**config.mk**
```make
export PLATFORM = sky130hd
export DESIGN_NAME = proc_fetch_seq
export DESIGN_NICKNAME = d
export VERILOG_FILES = /design/src/rtl/proc_fetch_seq_pkg.sv /design/src/rtl/proc_fetch_seq_wdog.sv /design/src/rtl/proc_fetch_seq.sv
export SDC_FILE = /design/constraint.sdc
export NUM_CORES = 1
export LEC_CHECK = 0
export CAP_MARGIN = 20
export CORE_MARGIN = 2
export CORE_UTILIZATION = 30
export DETAILED_ROUTE_END_ITERATION = 6
export GPL_TIMING_DRIVEN = 1
export SLEW_MARGIN = 20
export SYNTH_ARGS = -nofsm -noshare
export SYNTH_HDL_FRONTEND = slang
export SYNTH_HIERARCHICAL = 1
export SYNTH_SLANG_ARGS = --single-unit
export TNS_END_PERCENT = 10
```
**constraint.sdc**
```tcl
create_clock -name clk_i -period 1.8 [get_ports clk_i]
set_input_delay 0.18 -clock clk_i [delete_from_list [all_inputs] [get_ports clk_i]]
set_output_delay 0.18 -clock clk_i [all_outputs]
set_load 0.02 [all_outputs]
```
**src/rtl/proc_fetch_seq_pkg.sv**
```systemverilog
// Shared types and constants for the proc fetch sequencer.
// The PAUSE encoding is used only when PROC_SINGLE_STEP_EN is defined.
package proc_fetch_seq_pkg;

  typedef enum logic [2:0] {
    StIdle   = 3'd0,
    StFetch  = 3'd1,
    StIssue  = 3'd2,
    StImm    = 3'd3,
    StWait   = 3'd4,
    StHalted = 3'd5,
    StFault  = 3'd6,
    StPause  = 3'd7
  } state_e;

  localparam logic [2:0] OP_MV   = 3'b000;
  localparam logic [2:0] OP_MVI  = 3'b001;
  localparam logic [2:0] OP_ADD  = 3'b010;
  localparam logic [2:0] OP_SUB  = 3'b011;
  localparam logic [2:0] OP_HALT = 3'b111;

  localparam int unsigned OP_MSB = 15;
  localparam int unsigned OP_LSB = 13;

  // Opcode field of a 16-bit instruction word.
  function automatic logic [2:0] opcode_of(input logic [15:0] word);
    return word[OP_MSB:OP_LSB];
  endfunction

endpackage

```
**src/rtl/proc_fetch_seq_wdog.sv**
```systemverilog
// Done watchdog: clearable up-counter that stops at WdMax and flags terminal count.
module proc_fetch_seq_wdog #(
  parameter int unsigned WdMax = 7
) (
  input  logic clk_i,
  input  logic rst_i,
  input  logic clr_i,
  input  logic en_i,
  output logic tc_o
);

  localparam int unsigned CntW = $clog2(WdMax + 1);

  logic [CntW-1:0] cnt_q, cnt_d;

  assign tc_o = (cnt_q == CntW'(WdMax));

  // Next count: clear wins, otherwise count up and hold at terminal count.
  always_comb begin
    cnt_d = cnt_q;
    if (clr_i) begin
      cnt_d = '0;
    end else if (en_i && !tc_o) begin
      cnt_d = cnt_q + CntW'(1);
    end
  end

  // Counter register with synchronous reset.
  always_ff @(posedge clk_i) begin
    if (rst_i) begin
      cnt_q <= '0;
    end else begin
      cnt_q <= cnt_d;
    end
  end

endmodule

```
**src/rtl/proc_fetch_seq.sv**
```systemverilog
// Instruction sequencer between a 1-cycle sync program ROM and the bus processor.
// Owns the PC, HALT detection and a Done watchdog.
// Optional feature macro: PROC_SINGLE_STEP_EN adds step_i and a PAUSE state after each Done.
module proc_fetch_seq
  import proc_fetch_seq_pkg::*;
#(
  parameter int unsigned AW     = 5,
  parameter int unsigned WD_MAX = 7
) (
  input  logic          clk_i,
  input  logic          rst_i,
  input  logic          start_i,
  input  logic          stop_req_i,
`ifdef PROC_SINGLE_STEP_EN
  input  logic          step_i,
`endif
  output logic [AW-1:0] mem_addr_o,
  input  logic [15:0]   mem_data_i,
  output logic [15:0]   din_o,
  output logic          run_o,
  input  logic          done_i,
  output logic [AW-1:0] pc_o,
  output logic          busy_o,
  output logic          halted_o,
  output logic          fault_o
);

  state_e        state_q, state_d;
  logic [AW-1:0] pc_q, pc_d;
  logic [15:0]   ir_q, ir_d;
  logic          wd_clr, wd_en, wd_tc;
  state_e        after_done;
  logic [2:0]    op;

  proc_fetch_seq_wdog #(
    .WdMax (WD_MAX)
  ) u_wdog (
    .clk_i (clk_i),
    .rst_i (rst_i),
    .clr_i (wd_clr),
    .en_i  (wd_en),
    .tc_o  (wd_tc)
  );

  assign op = opcode_of(mem_data_i);

  // Where to go once the proc reports Done; StopReq is only honoured here.
  always_comb begin
    after_done = StFetch;
`ifdef PROC_SINGLE_STEP_EN
    after_done = StPause;
`endif
    if (stop_req_i) begin
      after_done = StHalted;
    end
  end

  // Next-state, PC update and proc/ROM outputs.
  always_comb begin
    state_d    = state_q;
    pc_d       = pc_q;
    ir_d       = ir_q;
    mem_addr_o = pc_q;
    din_o      = '0;
    run_o      = 1'b0;
    wd_clr     = 1'b1;
    wd_en      = 1'b0;
    unique case (state_q)
      StIdle, StHalted, StFault: begin
        if (start_i) begin
          state_d = StFetch;
          pc_d    = '0;
        end
      end
      StFetch: begin
        state_d = StIssue;
      end
      StIssue: begin
        // Prefetch the possible immediate while the opcode is on DIN.
        mem_addr_o = pc_q + AW'(1);
        din_o      = mem_data_i;
        ir_d       = mem_data_i;
        if (op == OP_HALT) begin
          state_d = StHalted;
        end else begin
          run_o   = 1'b1;
          state_d = (op == OP_MVI) ? StImm : StWait;
        end
      end
      StImm: begin
        din_o = mem_data_i;
        run_o = 1'b1;
        if (done_i) begin
          pc_d    = pc_q + AW'(2);
          state_d = after_done;
        end else begin
          state_d = StFault;
        end
      end
      StWait: begin
        din_o  = ir_q;
        run_o  = 1'b1;
        wd_clr = 1'b0;
        wd_en  = 1'b1;
        if (done_i) begin
          pc_d    = pc_q + AW'(1);
          wd_clr  = 1'b1;
          state_d = after_done;
        end else if (wd_tc) begin
          state_d = StFault;
        end
      end
`ifdef PROC_SINGLE_STEP_EN
      StPause: begin
        if (stop_req_i) begin
          state_d = StHalted;
        end else if (step_i) begin
          state_d = StFetch;
        end
      end
`endif
      default: begin
        state_d = StIdle;
      end
    endcase
  end

  // State, PC and held instruction word with synchronous reset.
  always_ff @(posedge clk_i) begin
    if (rst_i) begin
      state_q <= StIdle;
      pc_q    <= '0;
      ir_q    <= '0;
    end else begin
      state_q <= state_d;
      pc_q    <= pc_d;
      ir_q    <= ir_d;
    end
  end

  assign pc_o     = pc_q;
  assign halted_o = (state_q == StHalted);
  assign fault_o  = (state_q == StFault);
  assign busy_o   = (state_q == StFetch) || (state_q == StIssue) || (state_q == StImm) ||
                    (state_q == StWait)  || (state_q == StPause);

endmodule
```
==> flow_metrics.env, run 1 <==
export IMPL_wl_per_cell_um=13.5
export IMPL_synth_nets=238
export IMPL_cp_arrival_ns=1.57
export IMPL_io_pins=51
export IMPL_max_stage_delay_ns=0.32
export IMPL_grt_ovfl_total=0
export IMPL_ys_seq_elements=27
export IMPL_vdd_drop_max_mv=0.573
export IMPL_crit_slowest_cell="dfxtp_1"
export IMPL_dieArea_um2=6390
export IMPL_cp_num_buf_inv=3
export IMPL_totalPowerFinal_uw=3320
export IMPL_cts_num_sinks=27
export IMPL_port_buffers=50
export IMPL_p_leak_uw=0.000972
export IMPL_slew_headroom_pct=73.3
export IMPL_cp_cell_sequence="buf_4, nor3b_4, buf_12, a22o_1, clkdlybuf4s15_2"
export IMPL_seq_area_frac_synth_pct=31.3
export IMPL_fmax_ghz=0.571
export IMPL_fin_tns_setup_ns=0
export IMPL_core_um2=5540
export IMPL_power_density_nw_per_um2=1380
export IMPL_fin_hold_ws_ns=0.461
export IMPL_grt_max_degree=21
export IMPL_antenna_found_initial=0
export IMPL_routed_wl_um=4700
export IMPL_cp_end_kind="primary output"
export IMPL_synth_cell_types=50
export IMPL_multi_input_area_um2=1070
export IMPL_syn_avg_cell_area_um2=8.12
export IMPL_drc=0
export IMPL_final_cell_area_um2=2400
export IMPL_hold_buffers=0
export IMPL_preCtsSetupSlack_ns=-0.0216
export IMPL_clkLatencyLatePin_ns=0.28
export IMPL_dp_final_hpwl_um=3420
export IMPL_htreeDepth=1
export IMPL_yosysWarningCount=6
export IMPL_synthArstFlopShare_pct=0
export IMPL_clk_path_buf_depth=2
export IMPL_grt_pass1_wl_um=7700
export IMPL_cts_tree="yes"
export IMPL_mostFrequentLayoutCells="nand2_1 (42), clkdlybuf4s50_1 (25), buf_4 (25)"
export IMPL_cts_inserted_buffers=3
export IMPL_crit_type="reg -> out"
export IMPL_cp_max_fo=15
export IMPL_tightestPinTransition_ns=0.397
export IMPL_maxCapViolCount=0
export IMPL_cp_start_kind="register"
export IMPL_root_buffer="clkbuf_8"
export IMPL_routed_via_count=1776
export IMPL_ff_latch_area_um2=547
export IMPL_synth_edf_count=0
export IMPL_drtPass1Iterations=4
export IMPL_fin_nets=302
export IMPL_fillers=596
export IMPL_setup_ws_ns=0.0492
export IMPL_fin_crit_sh_pct=97.3
export IMPL_critPathTopFamily="buffers and inverters"
export IMPL_die_y_um=79.9
export IMPL_hp_class="reg -> reg"
export IMPL_final_common_cell="nand2_1"
export IMPL_start_util_pct=31.2
export IMPL_setup_viol=0
export IMPL_drive_gt1_share_pct=22.8
export IMPL_syn_inst=213
export IMPL_post_route_min_period_ns=1.75
export IMPL_track_usage_pct=15.0
export IMPL_status="completed"
export IMPL_via_per_inst=5.10
export IMPL_drt_initial_drc_count=97
export IMPL_cp_data_required_time_ns=1.62
export IMPL_synth_ff_type="dfxtp_1"
export IMPL_rsz0062_at_grt="true"
export IMPL_hold_viol=0
export IMPL_netlist_area_um2=1730
export IMPL_gp_congestion=0.921
export IMPL_core_rowCount=27
export IMPL_slew_violations=0
export IMPL_die_w_um=79.9
export IMPL_fin_skew_ns=0.00642
export IMPL_n_antenna_cell=0
export IMPL_grt_pass1_vias=1629
export IMPL_area_growth_pct=39.0
export IMPL_ant_nets=0
export IMPL_clk_pin_slew_ns=0.09
export IMPL_postPlaceCellArea_um2=2430
==> area by class of cell <==
class	count	share of cell area, %
Sequential cell	27	22.7
Inverter	4	0.625
Tap cell	72	3.75
Timing Repair Buffer	78	26.5
Multi-Input combinational cell	163	44.5
Clock buffer	4	1.87
==> per-stage QoR <==
stage	utilization, %	std cells
detailed placement	43.8	344
CTS	44.9	348
finish	43.4	348
global placement	43.8	344
global route	43.4	348
floorplan	-	213
==> cells in the mapped netlist (2+ instances only) <==
master | number | area, um^2
a31oi_1 | 2 | 12.5
nor2b_1 | 4 | 25.0
o31ai_1 | 2 | 15.0
ha_1 | 4 | 50.1
dfxtp_1 | 27 | 541
and2_1 | 2 | 12.5
xnor2_1 | 6 | 52.6
buf_2 | 10 | 50.1
a211oi_1 | 2 | 15.0
a22o_1 | 16 | 140
mux2i_1 | 3 | 30.0
nor2_1 | 4 | 15.0
nor3_1 | 7 | 35.0
a21oi_1 | 22 | 110
buf_4 | 4 | 30.0
a21o_1 | 5 | 37.5
nand2_1 | 42 | 158
a311o_1 | 2 | 20.0
nor3b_1 | 2 | 15.0
a32oi_1 | 3 | 26.3
nand3b_1 | 3 | 22.5
buf_6 | 2 | 22.5
a41oi_1 | 2 | 17.5
o21ai_0 | 5 | 25.0
clkbuf_1 | 3 | 11.3
nand3_1 | 3 | 15.0
inv_1 | 3 | 11.3
==> kinds of logic (layout without fill, tap and decap cells) <==
family | after synthesis | count (layout) | share of synthesized area, %
flops | 27 | 27 | 31.3
buf+inv | 23 | 86 | 7.45
mux | 3 | 3 | 1.74
simple gates | 77 | 77 | 22.8
xor+xnor | 6 | 6 | 3.04
compound gates | 73 | 73 | 30.8
fa+ha+maj | 4 | 4 | 2.89
==> path summary, 6_finish.rpt <==
kind	start	end	slack, ns	depth (start not counted)
max	state_q[1]	din_o[12]	0.05	5
min	ir_q[6]	ir_q[6]	0.46	2
max reg2reg	state_q[1]	pc_o[4]	0.08	7
min reg2reg	ir_q[6]	ir_q[6]	0.46	2
==> power by group <==
group          leakage (uW)  switching [uW]  internal [uW]
clock             0.0000228             193            159
sequential         0.000221            94.1            718
combinational      0.000728            1220            936
==> worst min-delay path, delay by kind of cell (launching register included) <==
family | cells | cell delay (ns)
AO/OA/AOI/OAI | 1 | 0.05
flip-flops | 1 | 0.32
AND/OR/NAND/NOR | 1 | 0.05
==> layer usage <==
metal	wire, um	up-vias	part of all wire, %	track usage, %
li1	-	904	-	-
met1	2250	828	48	19.8
met2	2180	38	46	25.0
met3	206	6	4.4	2.49
met4	59	0	1.3	4.41
met5	0	-	0	0
==> state kept, by name, indices dropped and copies added (netlist names) <==
name / count
ir_q: 16
pc_o: 5
state_q: 3
u_wdog/cnt_q: 3
==> timing repair <==
| action | in CTS | in global routing |
|---|---|---|
| gates resized for setup | 52 | 32 |
| endpoints found under the setup margin | 27 | 31 |
| setup buffers | 0 | 0 |
Note: power is estimated with default switching activity, not from simulation.
==> inputs of run 2 (changes only) <==
Settings changed: PLACE_DENSITY set to 0.65.
==> flow_metrics.env, run 2 (synthesis gave the netlist of run 1 again) <==
export IMPL_cp_num_buf_inv=2
export IMPL_max_flop_register="ir_q"
export IMPL_timing_rr_start="state_q[0]"
export IMPL_core_rowCount=27
export IMPL_start_util_pct=31.2
export IMPL_hold_buffers=0
export IMPL_tightestPinTransition_ns=0.434
export IMPL_p_int_uw=1790
export IMPL_fin_nets=305
export IMPL_core_um2=5540
export IMPL_r2r_end="pc_o[4]"
export IMPL_drc=0
export IMPL_port_buffers=50
export IMPL_placed_cells=347
export IMPL_gp_congestion=0.831
export IMPL_max_stage_delay_ns=0.38
export IMPL_grt_ovfl_total=0
export IMPL_dieArea_um2=6390
export IMPL_rsz0062_at_grt="false"
export IMPL_setup_viol=0
export IMPL_totalPowerFinal_uw=3280
export IMPL_slew_headroom_pct=70.8
export IMPL_htreeDepth=1
export IMPL_root_buffer="clkbuf_8"
export IMPL_p_switching_uw=1490
export IMPL_via_per_inst=5.07
export IMPL_cts_tree="yes"
export IMPL_track_usage_pct=14.6
export IMPL_switching_share_pct=45.4
export IMPL_power_density_nw_per_um2=1370
export IMPL_grt_pass1_wl_um=7530
export IMPL_hold_viol=0
export IMPL_grt_max_degree=19
export IMPL_drive_gt1_share_pct=24.0
export IMPL_cp_end_kind="register"
export IMPL_io_pins=51
export IMPL_post_route_min_period_ns=1.70
export IMPL_crit_slowest_cell="dfxtp_4"
export IMPL_slew_violations=0
export IMPL_grt_pass1_vias=1663
export IMPL_wl_per_cell_um=12.8
export IMPL_hold_path_cell_count=2
export IMPL_r2r_slack_ns=0.10
export IMPL_critPathTopFamily="compound AO/OA/AOI/OAI gates"
export IMPL_routed_wl_um=4500
export IMPL_hold_end="ir_q[4]"
export IMPL_hold_start="ir_q[4]"
export IMPL_cp_arrival_ns=1.89
export IMPL_clk_pin_slew_ns=0.09
export IMPL_cts_inserted_buffers=3
export IMPL_ant_nets=0
export IMPL_die_w_um=79.9
export IMPL_pwr_share_comb_pct=64.4
export IMPL_n_antenna_cell=0
export IMPL_p_clk_share_pct=10.6
export IMPL_cp_cell_sequence="buf_4, buf_4, nor3b_2, a311o_1, a41oi_1, a311oi_2"
export IMPL_clkLatencyLatePin_ns=0.27
export IMPL_drtPass1Iterations=4
export IMPL_fmax_ghz=0.590
export IMPL_fillers=570
export IMPL_status="completed"
export IMPL_cp_start_kind="register"
export IMPL_crit_path_frequent_cell="buf_4"
export IMPL_cts_num_sinks=27
export IMPL_maxCapViolCount=0
export IMPL_fin_skew_ns=0.00239
export IMPL_final_common_cell="nand2_1"
export IMPL_fin_hold_ws_ns=0.462
export IMPL_area_growth_pct=38.6
export IMPL_antenna_found_initial=0
export IMPL_die_y_um=79.9
export IMPL_dp_final_hpwl_um=3390
export IMPL_routed_via_count=1778
export IMPL_cp_max_fo=11
export IMPL_fin_crit_sh_pct=94.2
export IMPL_clk_path_buf_depth=2
export IMPL_reg2reg_depth=6
export IMPL_largest_reg_flops=16
export IMPL_finalNonFillerCells=351
export IMPL_mostFrequentLayoutCells="nand2_1 (42), buf_4 (30), clkdlybuf4s50_1 (25)"
export IMPL_drt_initial_drc_count=108
export IMPL_p_seq_share_pct=24.9
export IMPL_hp_class="reg -> reg"
export IMPL_cp_data_required_time_ns=1.99
export IMPL_p_leak_uw=0.000979
export IMPL_crit_type="reg -> reg"
export IMPL_vdd_drop_max_mv=0.727
run 2: changes by cell type in the layout (fill, tap and decap cells not counted), moves of 2 or more:
cell             change
clkbuf_2             +8
buf_2                -5
buf_4                +5
clkdlybuf4s15_2      -2
dlygate4sd2_1        -2
run 2: what timing repair did:
item / CTS / global route
buffers inserted: 0 / 0
gates resized for setup: 44 / 37
endpoints found under the setup margin: 25 / 30
run 2: power by group through the flow:
stage | Sequential [uW] | Combinational, uW | Clock (uW)
finish | 819 | 2120 | 349
global route | 838 | 2340 | 382
CTS | 812 | 2180 | 365
detailed placement | 814 | 2250 | 0
global placement | 807 | 2240 | 0
floorplan | 797 | 1450 | 0
run 2: how the worst max path moves through the flow:
stage               cells after the start       endpoint  slack, ns        from
floorplan                               6  mem_addr_o[2]       0.19  state_q[1]
global placement                        6  mem_addr_o[1]      0.008  state_q[1]
detailed placement                      6  mem_addr_o[1]      -0.02  state_q[1]
CTS                                     3       halted_o      -0.05  state_q[0]
global route                            6        pc_o[4]     0.0001  state_q[0]
finish                                  6        pc_o[4]       0.10  state_q[0]
run 2: area by class of cell:
cell class                      count  area [um^2]  area share [%]
Clock buffer                        3         41.3            1.72
Clock inverter                      1         7.51           0.313
Inverter                            4         15.0           0.627
Multi-Input combinational cell    163         1070            44.5
Sequential cell                    27          547            22.8
Tap cell                           72         90.1            3.76
Timing Repair Buffer               81          629            26.3
run 2: tightest hold or removal path, cell delays in order (launching register included):
cell and delay [ns]:
dfxtp_1 0.32, nand2_1 0.05, a21oi_1 0.05
run 2: metrics by stage:
stage / TNS, ns / cell area [um^2] / worst slack [ns] / utilization (%)
floorplan: 0 / 1730 / 0.187 / -
global placement: 0 / 2440 / 0.00793 / 44.0
detailed placement: -0.0230 / 2440 / -0.0230 / 44.0
CTS: -0.0528 / 2490 / -0.0528 / 44.9
global route: 0 / 2400 / 0.000148 / 43.2
finish: 0 / 2400 / 0.104 / 43.2
run 2: metal layers:
layer | up-vias | global-route usage, % | part of all wire, %
met4 | 0 | 3.56 | 0.33
met1 | 812 | 19.6 | 47
met3 | 2 | 3.05 | 6.0
li1 | 912 | - | -
met5 | - | 0 | 0
met2 | 52 | 23.9 | 47
